**src/rtl/cam_pkg.sv**
```systemverilog
// Shared enums and default widths for the CAM allocation front-end.
package cam_pkg;
   localparam int CAM_DATA_WIDTH = 32;
   localparam int CAM_ADDR_WIDTH = 5;
   localparam logic [CAM_DATA_WIDTH-1:0] CAM_TOMBSTONE = '1;

   typedef enum logic [1:0] {RSVD = 2'd0, INSERT = 2'd1, DELETE = 2'd2, LOOKUP = 2'd3} op_e;
   typedef enum logic [2:0] {OK = 3'd0, DUP = 3'd1, FULL = 3'd2, MISS = 3'd3, ERR = 3'd4} status_e;
   typedef enum logic [2:0] {INIT, IDLE, SRCH, WAIT, WR, DEL, RESP} state_e;
endpackage

```
**src/rtl/cam_free_finder.sv**
```systemverilog
// Lowest-clear-bit encoder over the CAM valid bitmap.
module cam_free_finder
   import cam_pkg::*;
#(
   parameter int ADDR_WIDTH = CAM_ADDR_WIDTH,
   parameter int DEPTH      = 1 << ADDR_WIDTH
) (
   input  logic [DEPTH-1:0]      valid_map,
   output logic [ADDR_WIDTH-1:0] free_index,
   output logic                  any_free
);
   // Scan from the top so the lowest clear bit is the last one to win.
   always_comb begin
      free_index = '0;
      any_free   = 1'b0;
      for (int i = DEPTH-1; i >= 0; i--) begin
         if (!valid_map[i]) begin
            free_index = ADDR_WIDTH'(i);
            any_free   = 1'b1;
         end
      end
   end
endmodule

```
**src/rtl/cam_alloc_ctrl.sv**
```systemverilog
// Command front-end for the CAM: tombstone sweep after reset, insert/delete/lookup
// sequencing, lowest-free allocation and one response per accepted command.
module cam_alloc_ctrl
   import cam_pkg::*;
#(
   parameter int DATA_WIDTH = CAM_DATA_WIDTH,
   parameter int ADDR_WIDTH = CAM_ADDR_WIDTH,
   parameter int DEPTH      = 1 << ADDR_WIDTH,
   parameter int SEARCH_LAT = 1,
   parameter logic [DATA_WIDTH-1:0] TOMBSTONE = {DATA_WIDTH{1'b1}}
) (
   input  logic                  clk_i,
   input  logic                  rst_i,
   input  logic                  cmd_valid_i,
   output logic                  cmd_ready_o,
   input  logic [1:0]            cmd_op_i,
   input  logic [DATA_WIDTH-1:0] cmd_data_i,
   input  logic [ADDR_WIDTH-1:0] cmd_index_i,
   output logic                  rsp_valid_o,
   input  logic                  rsp_ready_i,
   output logic [2:0]            rsp_status_o,
   output logic [ADDR_WIDTH-1:0] rsp_index_o,
   output logic                  cam_write_o,
   output logic [ADDR_WIDTH-1:0] cam_write_index_o,
   output logic [DATA_WIDTH-1:0] cam_write_data_o,
   output logic                  cam_search_o,
   output logic [DATA_WIDTH-1:0] cam_search_data_o,
   input  logic                  cam_search_valid_i,
   input  logic [ADDR_WIDTH-1:0] cam_search_index_i,
   output logic                  busy_o,
   output logic [ADDR_WIDTH:0]   occupancy_o
);
   localparam int WCW = (SEARCH_LAT > 1) ? $clog2(SEARCH_LAT) : 1;

   state_e                state, state_n;
   logic [ADDR_WIDTH:0]   init_cnt, init_n;
   logic [WCW-1:0]        wait_cnt, wait_n;
   op_e                   op_q, op_n;
   logic [ADDR_WIDTH-1:0] idx_q, idx_n;
   logic [DEPTH-1:0]      valid_map, map_n;
   logic [ADDR_WIDTH:0]   occ_n;
   status_e               rsp_status, rstat_n;
   logic                  ready_n, rvld_n, wr_n, srch_n;
   logic [ADDR_WIDTH-1:0] ridx_n, widx_n;
   logic [DATA_WIDTH-1:0] wdata_n, sdata_n;
   logic [ADDR_WIDTH-1:0] free_index;
   logic                  any_free;
   op_e                   cmd_op;

   cam_free_finder #(.ADDR_WIDTH(ADDR_WIDTH), .DEPTH(DEPTH)) u_free (
      .valid_map  (valid_map),
      .free_index (free_index),
      .any_free   (any_free)
   );

   assign cmd_op       = op_e'(cmd_op_i);
   assign rsp_status_o = rsp_status;
   assign busy_o       = (state != IDLE);

   // All strobes and response fields are registered: next values are decided here.
   always_comb begin
      state_n = state;
      init_n  = init_cnt;
      wait_n  = wait_cnt;
      op_n    = op_q;
      idx_n   = idx_q;
      map_n   = valid_map;
      occ_n   = occupancy_o;
      ready_n = 1'b0;
      rvld_n  = rsp_valid_o;
      rstat_n = rsp_status;
      ridx_n  = rsp_index_o;
      wr_n    = 1'b0;
      widx_n  = cam_write_index_o;
      wdata_n = cam_write_data_o;
      srch_n  = 1'b0;
      sdata_n = cam_search_data_o;
      case (state)
         INIT: begin
            if (init_cnt == (ADDR_WIDTH+1)'(DEPTH)) begin
               state_n = IDLE;
               ready_n = 1'b1;
            end else begin
               wr_n    = 1'b1;
               widx_n  = init_cnt[ADDR_WIDTH-1:0];
               wdata_n = TOMBSTONE;
               init_n  = init_cnt + 1'b1;
            end
         end
         IDLE: begin
            ready_n = 1'b1;
            if (cmd_valid_i && cmd_ready_o) begin
               ready_n = 1'b0;
               op_n    = cmd_op;
               idx_n   = cmd_index_i;
               if (cmd_op == RSVD || (cmd_op != DELETE && cmd_data_i == TOMBSTONE)) begin
                  state_n = RESP;
                  rvld_n  = 1'b1;
                  rstat_n = ERR;
                  ridx_n  = '0;
               end else if (cmd_op == DELETE) begin
                  // The tombstone write goes out in the DEL cycle only for a live entry.
                  state_n = DEL;
                  if (valid_map[cmd_index_i]) begin
                     wr_n    = 1'b1;
                     widx_n  = cmd_index_i;
                     wdata_n = TOMBSTONE;
                  end
               end else begin
                  state_n = SRCH;
                  srch_n  = 1'b1;
                  sdata_n = cmd_data_i;
               end
            end
         end
         SRCH: begin
            state_n = WAIT;
            wait_n  = '0;
         end
         WAIT: begin
            if (wait_cnt == WCW'(SEARCH_LAT-1)) begin
               state_n = RESP;
               rvld_n  = 1'b1;
               ridx_n  = '0;
               if (cam_search_valid_i) begin
                  rstat_n = (op_q == LOOKUP) ? OK : DUP;
                  ridx_n  = cam_search_index_i;
               end else if (op_q == LOOKUP) begin
                  rstat_n = MISS;
               end else if (!any_free) begin
                  rstat_n = FULL;
               end else begin
                  state_n = WR;
                  rvld_n  = 1'b0;
                  wr_n    = 1'b1;
                  widx_n  = free_index;
                  wdata_n = cam_search_data_o;
               end
            end else begin
               wait_n = wait_cnt + 1'b1;
            end
         end
         WR: begin
            map_n[cam_write_index_o] = 1'b1;
            occ_n   = occupancy_o + 1'b1;
            state_n = RESP;
            rvld_n  = 1'b1;
            rstat_n = OK;
            ridx_n  = cam_write_index_o;
         end
         DEL: begin
            state_n = RESP;
            rvld_n  = 1'b1;
            ridx_n  = idx_q;
            if (valid_map[idx_q]) begin
               map_n[idx_q] = 1'b0;
               occ_n   = occupancy_o - 1'b1;
               rstat_n = OK;
            end else begin
               rstat_n = MISS;
            end
         end
         RESP: begin
            if (rsp_ready_i) begin
               state_n = IDLE;
               ready_n = 1'b1;
               rvld_n  = 1'b0;
               rstat_n = OK;
               ridx_n  = '0;
            end
         end
         default: state_n = INIT;
      endcase
   end

   always_ff @(posedge clk_i or posedge rst_i) begin
      if (rst_i) begin
         state             <= INIT;
         init_cnt          <= '0;
         wait_cnt          <= '0;
         op_q              <= RSVD;
         idx_q             <= '0;
         valid_map         <= '0;
         occupancy_o       <= '0;
         cmd_ready_o       <= 1'b0;
         rsp_valid_o       <= 1'b0;
         rsp_status        <= OK;
         rsp_index_o       <= '0;
         cam_write_o       <= 1'b0;
         cam_write_index_o <= '0;
         cam_write_data_o  <= '0;
         cam_search_o      <= 1'b0;
         cam_search_data_o <= '0;
      end else begin
         state             <= state_n;
         init_cnt          <= init_n;
         wait_cnt          <= wait_n;
         op_q              <= op_n;
         idx_q             <= idx_n;
         valid_map         <= map_n;
         occupancy_o       <= occ_n;
         cmd_ready_o       <= ready_n;
         rsp_valid_o       <= rvld_n;
         rsp_status        <= rstat_n;
         rsp_index_o       <= ridx_n;
         cam_write_o       <= wr_n;
         cam_write_index_o <= widx_n;
         cam_write_data_o  <= wdata_n;
         cam_search_o      <= srch_n;
         cam_search_data_o <= sdata_n;
      end
   end
endmodule
```
**config.mk**
```make
export PLATFORM = sky130hd
export DESIGN_NAME = cam_alloc_ctrl
export DESIGN_NICKNAME = d
export VERILOG_FILES = /design/src/rtl/cam_pkg.sv /design/src/rtl/cam_free_finder.sv /design/src/rtl/cam_alloc_ctrl.sv
export SDC_FILE = /design/constraint.sdc
export NUM_CORES = 1
export LEC_CHECK = 0
export CORE_UTILIZATION = 45
export DETAILED_ROUTE_END_ITERATION = 12
export PLACE_DENSITY_LB_ADDON = 0.15
export SYNTH_ARGS = -nofsm -noshare
export SYNTH_HDL_FRONTEND = slang
export SYNTH_SLANG_ARGS = --single-unit
```
**constraint.sdc**
```tcl
create_clock -name clk_i -period 5 [get_ports clk_i]
set_input_delay 0.5 -clock clk_i [delete_from_list [all_inputs] [get_ports clk_i]]
set_output_delay 0.5 -clock clk_i [all_outputs]
set_load 0.01 [all_outputs]
```
==> impl_metrics.yaml, run 1 <==
status:
  status: "complete, no violations"
worst_setup_path:
  critical_path_required_ns: 5.31
  cp_cell_sequence: "nor2b_1 -> nand2_1 -> nor2_2 -> o211a_1 -> buf_4 -> mux2_2"
  max_stage_delay_ns: 0.88
  ff2ff_path_depth: 6
  crit_buf_inv: 1
  endpoint_kind: "register"
  crit_family: "simple AND/OR/NAND/NOR gates"
  r2r_start: "state[0]"
  path_max_fanout: 33
  critPathKind: "reg -> reg"
  worstReg2RegEnd: "cam_search_data_o[26]"
  crit_path_top_delay_cell: "dfrtp_1"
  cp_data_arrival_time_ns: 3.52
  crit_path_start_kind: "register"
  r2r_slack_ns: 1.79
global_route:
  grt_pass1_vias: 6164
  grt_pass1_wl_mm: 32.16
  grt_overflow_total: 0
  grt_use_total_pct: 25.33
  grt_max_degree: 71
  antenna_found_initial: 0
route:
  wirelength_mm: 20.00
  ant_nets: 0
  wire_per_inst_um: 19.06
  drt_iter0_drc: 602
  drc: 0
  first_pass_iters: 5
  vias_per_cell: 5.698
  dr_total_vias: 5977
floorplanning:
  core_area_um2: 15830
  io_pins: 137
  row_count: 46
  die_h_um: 129.1
  die_x_um: 129.1
  initial_core_util_pct: 45.90
  die_area_um2: 16660
sta:
  whs_ns: 0.4640
  worstMarginPinSlew_ns: 1.313
  hold_viol_final: 0
  fin_ws_ns: 1.790
  skew_ns: 0.009420
  rsz0062_at_grt: "no"
  slew_viol_final: 0
  slew-limit-headroom_pct: 12.50
  fmax_mhz: 311.5
  min_period_ns: 3.210
  setup_viol: 0
  period_share_pct: 64.20
  final.setup.tns_ns: 0
logic_synthesis:
  syn_avg_cell_area_um2: 10.41
  yosys_warnings: 0
  ys_ff_latch: 135
  synth_edf_count: 0
  seq_area_frac_synth_pct: 46.50
  synthFlopType: "dfrtp_1"
  syn_inst: 698
  synth_area_um2: 7264
  async_reset_ff_share_pct: 100.0
  yosysUniqueCellTypes: 71
  synth_fp_nets: 754
clocking:
  clock-root-buffer: "clkbuf_16"
  cts_sinks: 135
  htreeDepth: 4
  clock_latency_ns: 0.43
  cts_tree: "built"
  cts_buffers: 17
  cts_setup_buffers: 0
  hold_buffers: 0
  clk_pin_slew_ns: 0.06
  cts_resized: 0
  clock_path_buffers: 2
final_layout:
  layout_common_cells: "clkdlybuf4s50_1 (136), dfrtp_1 (135), nor2_1 (69), mux2i_1 (52), inv_1 (46)"
  syn_to_final_growth_pct: 28.38
  nNetsFinal: 876
  stdcell_count: 1049
  final_core_util_pct: 58.92
  fin_area_um2: 9326
  final_common_cell: "clkdlybuf4s50_1"
  drive_gt1_share_pct: 11.76
  diodes: 0
placement:
  gp_congestion: 0.8787
  io_buffers: 136
  place_area_um2: 8742
  post-place-ws_ns: 1.714
  dpl.cell_count: 1017
  hpwl_mm: 13.95
pwr:
  total_power_mw: 5.875
  p_per_area_nw_per_um2: 629.9
  vdd_ir_drop_max_uv: 312.4
  power_leakage_nw: 4.036
hold_path:
  whs_path_depth: 1
  hp-class: "reg -> reg"
  min_to: "init_cnt[5]"
  min_from: "init_cnt[5]"
flow_run:
  drv_cap: 0
## power by group
part | internal [mW] | switching, mW | total [mW]
Combinational | 1.27 | 1.18 | 2.45
Sequential | 1.53 | 0.634 | 2.17
Clock | 0.707 | 0.549 | 1.26
## logic make-up after synthesis
logic type	Yosys count	synth area share, %
AO/OA/AOI/OAI	141	13.74
XOR/XNOR	12	1.447
buffers and inverters	85	5.425
multiplexers	108	16.93
flip-flops	135	46.50
AND/OR/NAND/NOR	210	14.64
adder cells (fa/ha/maj)	7	1.309
## worst register-to-register path: stages, from the launching register on
cell,delay [ns]
dfrtp_1,0.88
nor2b_1,0.43
nand2_1,0.27
nor2_2,0.49
o211a_1,0.23
buf_4,0.38
mux2_2,0.41
## area by class of cell
type                            count  area [um2]
Clock buffer                       17       425.4
Clock inverter                     15       158.9
Fill cell                        1314        6501
Inverter                           47       178.9
Multi-Input combinational cell    478        3503
Sequential cell                   135        3378
Tap cell                          216       270.3
Timing Repair Buffer              141        1411
## Yosys cell counts (all sizes together), types with 5 or more instances
cell | number | area (um2)
nand4 | 22 | 137.6
a221o | 5 | 50.05
mux4 | 7 | 157.7
nor2b | 14 | 87.58
a31oi | 6 | 37.54
o21ai | 48 | 255.3
nor2 | 71 | 285.3
buf | 18 | 141.4
clkbuf | 20 | 76.32
nand2b | 10 | 62.56
xnor2 | 6 | 52.55
and3 | 6 | 37.54
dfrtp | 135 | 3378
nand3b | 5 | 37.54
mux2i | 52 | 520.5
xor2 | 6 | 52.55
nand2 | 43 | 161.4
inv | 47 | 176.4
a21oi | 21 | 105.1
o211ai | 6 | 45.04
nor4 | 5 | 37.53
nand3 | 12 | 60.06
mux2 | 49 | 551.8
o31ai | 16 | 120.1
ha | 6 | 75.07
## registers in the layout (all words and copies together), names as in the netlist
signal and flops:
rsp_status_o 3, cmd_ready_o 1, op_q 2, cam_search_o 1, cam_write_o 1, idx_q 5, cam_search_data_o 32, state 3
valid_map 32, rsp_valid_o 1, occupancy_o 6, cam_write_data_o 32, init_cnt 6, rsp_index_o 5, cam_write_index_o 5
## worst max-delay path by stage
stage                    from                    end  slack, ns  depth (start not counted)
2_1_floorplan           rst_i   cam_search_data_o[0]       0.89                          1
3_3_place_gp   cmd_index_i[1]   cam_write_index_o[3]       1.74                          8
3_5_place_dp   cmd_index_i[1]   cam_write_index_o[4]       1.71                          8
4_1_cts              state[0]  cam_search_data_o[26]       1.82                          6
5_1_grt              state[0]  cam_search_data_o[26]       1.61                          6
6_report             state[0]  cam_search_data_o[26]       1.79                          6
## layer usage
| metal | wire (um) | GRT usage, % |
|---|---|---|
| met1 | 8526 | 33.42 |
| met2 | 9384 | 39.71 |
| met3 | 1705 | 7.308 |
| met4 | 379 | 9.343 |
| met5 | 0 | 0 |
(Power assumes the default switching activity.)
==> run 2: changes to the inputs <==
==> constraint.sdc (replaced) <==
create_clock -name clk_i -period 3.1 [get_ports clk_i]
set_input_delay 0.31 -clock clk_i [delete_from_list [all_inputs] [get_ports clk_i]]
set_output_delay 0.31 -clock clk_i [all_outputs]
set_load 0.01 [all_outputs]
==> run 2 against run 1 <==
  * Register-to-register slack worse by 1.3 ns
  * Count of clock-buffer cells in the layout up 1
  * Sequential power up 58%
  * Sequential share of layout area down 0.50 points
  * Routed wire length down 0.46%
  * Die area unchanged
==> impl_metrics.yaml, run 2 (synthesized netlist as in run 1, its figures left out) <==
status:
  status: "complete, no violations"
clocking:
  clock-root-buffer: "clkbuf_16"
  clk_pin_slew_ns: 0.06
  cts_buffers: 17
  cts_sinks: 135
  clock_path_buffers: 2
  cts_tree: "built"
  cts_setup_buffers: 0
  cts_resized: 0
  htreeDepth: 4
  hold_buffers: 0
  clock_latency_ns: 0.42
floorplanning:
  core_area_um2: 15830
  initial_core_util_pct: 45.90
  io_pins: 137
  row_count: 46
  die_x_um: 129.1
  die_h_um: 129.1
  die_area_um2: 16660
placement:
  gp_congestion: 0.8738
  io_buffers: 136
  hpwl_mm: 14.28
  dpl.cell_count: 1027
route:
  vias_per_cell: 5.653
  dr_total_vias: 5987
  wl_met3_mm: 1.531
  drc: 0
  wirelength_mm: 19.90
  ant_nets: 0
  drt_iter0_drc: 319
  wire_per_inst_um: 18.80
  top_layer: "met4"
  drt-met1-wl_mm: 8.410
  route.met2.wl_mm: 9.574
  first_pass_iters: 7
worst_setup_path:
  critPathKind: "reg -> reg"
  crit_family: "multiplexers"
  crit_path_start_kind: "register"
  r2r_start: "idx_q[0]"
  path_max_fanout: 11
  ff2ff_path_depth: 5
  crit_buf_inv: 0
  cp_data_arrival_time_ns: 2.88
  crit_path_top_delay_cell: "dfrtp_1"
  worstReg2RegEnd: "occupancy_o[4]"
  endpoint_kind: "register"
  r2r_slack_ns: 0.52
  cp_cell_sequence: "mux4_2 -> a22o_1 -> a41o_4 -> o21ai_4 -> mux2_1"
  max_stage_delay_ns: 0.68
  critical_path_required_ns: 3.40
sta:
  hold_viol_final: 0
  rsz0062_at_grt: "no"
  fmax_mhz: 387.8
  period_share_pct: 83.18
  setup_viol: 0
  skew_ns: 0.009466
  min_period_ns: 2.578
  slew-limit-headroom_pct: 17.84
  worstMarginPinSlew_ns: 1.232
  slew_viol_final: 0
  final.setup.tns_ns: 0
final_layout:
  nNetsFinal: 886
  final_common_cell: "clkdlybuf4s50_1"
  diodes: 0
  top_regs: "cam_search_data_o (32), cam_write_data_o (32), valid_map (32)"
  layout_common_cells: "clkdlybuf4s50_1 (136), dfrtp_1 (135), nor2_1 (69), mux2i_1 (52), inv_1 (46)"
  stdcell_count: 1059
  syn_to_final_growth_pct: 30.19
  drive_gt1_share_pct: 12.69
pwr:
  vdd_ir_drop_max_uv: 586.2
  power_leakage_nw: 4.108
  p_per_area_nw_per_um2: 1022
global_route:
  grt_pass1_wl_mm: 31.88
  antenna_found_initial: 0
  grt_use_total_pct: 25.22
  grt_overflow_total: 0
  grt_max_degree: 136
  grt_pass1_vias: 6162
flow_run:
  drv_cap: 0
hold_path:
  hp-class: "in -> async"
## run 2: cell types whose count changed in the layout (fill, tap and decap cells not counted), sizes merged
cell / before / now
buf: 5 / 15
inv: 56 / 49
bufinv: 1 / 4
clkinv: 3 / 6
clkbuf: 17 / 18
## run 2: worst min-delay path, delay by kind of cell
kind | cells | cell delay [ns]
buf+inv | 3 | 1.02
## run 2: how the worst max path moves through the flow
stage                           end  cells past startpoint  slack (ns)           start
6_report             occupancy_o[4]                      5        0.52        idx_q[0]
5_1_grt             rsp_status_o[0]                      5        0.26        state[2]
2_1_floorplan        occupancy_o[4]                     10        0.85        state[1]
3_5_place_dp        rsp_status_o[0]                      7        0.31  cmd_data_i[16]
4_1_cts              occupancy_o[4]                      5        0.49        idx_q[0]
3_3_place_gp   cam_write_data_o[21]                      7        0.38  cmd_index_i[0]
## run 2: stage by stage
step	setup WS (ns)	total power [mW]	util, %	cell area (um2)	hold slack [ns]
finish	0.5215	9.662	59.75	9458	0.4129
floorplan	0.8548	5.681	-	7268	0.4268
global route	0.2598	10.25	59.75	9458	0.4836
detailed placement	0.3123	7.506	55.79	8831	0.4628
global placement	0.3829	7.396	55.79	8831	0.4635
CTS	0.4866	9.712	59.75	9458	0.4818
## run 2: routing by layer
layer / up-vias / global-route usage, %
met1: 2959 / 32.72
li1: 2762 / -
met5: - / 0
met4: 0 / 8.304
met3: 27 / 7.225
met2: 239 / 40.70
## run 2: layout make-up
type / instances / area (um2)
fill: 1353 / 6370
multi-input combinational: 478 / 3503
sequential: 135 / 3378
timing repair buffer: 151 / 1499
clock buffer: 18 / 429.2
tap: 216 / 270.3
clock inverter: 14 / 197.7
inverter: 47 / 180.2
## run 2: power by group
part           switching, mW  internal (mW)
clock network          0.787           1.35
registers              0.952           2.48
logic                   1.99           2.10
==> run 3: changes to the inputs <==
==> constraint.sdc (replaced) <==
create_clock -name clk_i -period 2.3 [get_ports clk_i]
set_input_delay 0.23 -clock clk_i [delete_from_list [all_inputs] [get_ports clk_i]]
set_output_delay 0.23 -clock clk_i [all_outputs]
set_load 0.01 [all_outputs]
==> run 3 against run 2 <==
  * Clock power rose by 21%
  * Flip-flop and latch count unchanged
  * Worst hold slack lost 0.15 ns
  * Cell area increased by 4.3%
  * Combinational power increased by 57%
==> impl_metrics.yaml, run 3 (synthesized netlist as in run 1, its figures left out) <==
sta:
  setup_viol: 0
  slew_viol_final: 0
  worstMarginPinSlew_ns: 0.6185
  min_period_ns: 2.220
  hold_viol_final: 0
  fmax_mhz: 450.5
  slew-limit-headroom_pct: 58.77
  whs_ns: 0.2617
  rsz0062_at_grt: "yes"
  skew_ns: 0.007846
  fin_ws_ns: 0.08012
  period_share_pct: 96.52
worst_setup_path:
  critPathKind: "reg -> out"
  cp_cell_sequence: "buf_4 -> inv_1 -> nand2_1 -> clkdlybuf4s50_1"
  crit_path_top_delay_cell: "clkdlybuf4s50_1"
  max_stage_delay_ns: 0.60
  path_max_fanout: 15
  critical_path_required_ns: 2.07
  r2r_slack_ns: 0.09
  crit_path_start_kind: "register"
  endpoint_kind: "output pin"
  cp_data_arrival_time_ns: 1.99
  ff2ff_path_depth: 6
  worstReg2RegEnd: "occupancy_o[4]"
  r2r_start: "valid_map[6]"
clocking:
  cts_tree: "built"
  htreeDepth: 4
  clock_latency_ns: 0.42
  cts_sinks: 135
  clock-root-buffer: "clkbuf_16"
  clock_path_buffers: 2
  clk_pin_slew_ns: 0.06
  cts_buffers: 17
floorplanning:
  initial_core_util_pct: 45.90
  core_area_um2: 15830
  die_x_um: 129.1
  die_h_um: 129.1
  io_pins: 137
  row_count: 46
  die_area_um2: 16660
final_layout:
  nNetsFinal: 943
  top_regs: "cam_search_data_o (32), cam_write_data_o (32), valid_map (32)"
  multi_input_area_um2: 3513
  register_area_um2: 3385
  layout_common_cells: "clkdlybuf4s50_1 (136), dfrtp_1 (130), nor2_1 (69), buf_4 (67), mux2i_1 (52)"
  final_common_cell: "clkdlybuf4s50_1"
  drive_gt1_share_pct: 18.93
  fill_cells: 1258
  syn_to_final_growth_pct: 35.79
  diodes: 0
hold_path:
  hp-class: "in -> async"
global_route:
  grtUsageMet3_pct: 7.886
  grt_pass1_vias: 6474
  grt_pass1_wl_mm: 33.81
  grt_use_total_pct: 26.88
  use_met1_pct: 34.62
  antenna_found_initial: 0
  grt_busiest_layer: "met2"
  grt_overflow_total: 0
  grt_max_degree: 114
  use_met2_pct: 42.99
route:
  drt_iter0_drc: 480
  drc: 0
  wire_per_inst_um: 19.35
  vias_per_cell: 5.682
  wirelength_mm: 21.56
  first_pass_iters: 5
  dr_total_vias: 6330
  ant_nets: 0
pwr:
  p_per_area_nw_per_um2: 1366
  power_leakage_nw: 4.359
  vdd_ir_drop_max_uv: 831.8
  total_power_mw: 13.48
placement:
  gp_congestion: 0.9279
  io_buffers: 136
  hpwl_mm: 15.62
  post-place-ws_ns: -0.3853
flow_run:
  drv_cap: 0
status:
  status: "complete, no violations"
-- run 3: worst max path at each step --
stage / start / endpoint / slack, ns
final: state[1] / busy_o / 0.08
after CTS: state[1] / busy_o / 0.07
after floorplan: state[1] / occupancy_o[4] / 0.05
after global placement: cmd_index_i[0] / cam_write_data_o[14] / -0.33
after detailed placement: cmd_index_i[0] / cam_write_data_o[19] / -0.39
after global routing: valid_map[23] / cam_write_data_o[24] / -0.004
-- run 3: area by class of cell --
type	count	share of cell area, %
Multi-Input combinational cell	478	35.62
Sequential cell	135	34.31
Timing Repair Buffer	208	19.91
Clock buffer	19	4.592
Tap cell	216	2.740
Inverter	47	1.826
Clock inverter	11	1.002
-- run 3: routing by layer --
metal / vias to the layer above / wire length (um)
met5: - / 0
met4: 0 / 466
met3: 45 / 1696
met2: 268 / 10310
met1: 3127 / 9080
li1: 2890 / -
-- run 3: per-stage QoR --
step           cell area (um2)  std cells  utilization [%]  setup TNS, ns
2_1_floorplan             7268        698                -              0
3_3_place_gp              9249       1081            58.43         -15.37
3_5_place_dp              9249       1081            58.43         -17.49
4_1_cts                   9822       1112            62.06              0
5_1_grt                   9864       1114            62.32      -0.004207
6_report                  9864       1114            62.32              0
-- run 3: critical path, delay by kind of cell, from the launching register on --
| family | cells | cell delay [ns] |
|---|---|---|
| buffers and inverters | 3 | 0.95 |
| flip-flops | 1 | 0.34 |
| AND/OR/NAND/NOR | 1 | 0.27 |
-- run 3: power breakdown --
| part | internal (mW) | switching, mW | total, mW |
|---|---|---|---|
| clock | 1.53 | 1.06 | 2.59 |
| combinational | 3.34 | 3.09 | 6.43 |
| sequential | 3.34 | 1.11 | 4.45 |
| total | 8.22 | 5.26 | 13.5 |
-- run 3: timing repair --
| item | in CTS | in global routing |
|---|---|---|
| setup buffers | 1 | 2 |
| pin swaps | 0 | 2 |
| endpoints found under the setup margin | 30 | 37 |
| hold buffers | 0 | 0 |
| gates resized for setup | 1 | 6 |
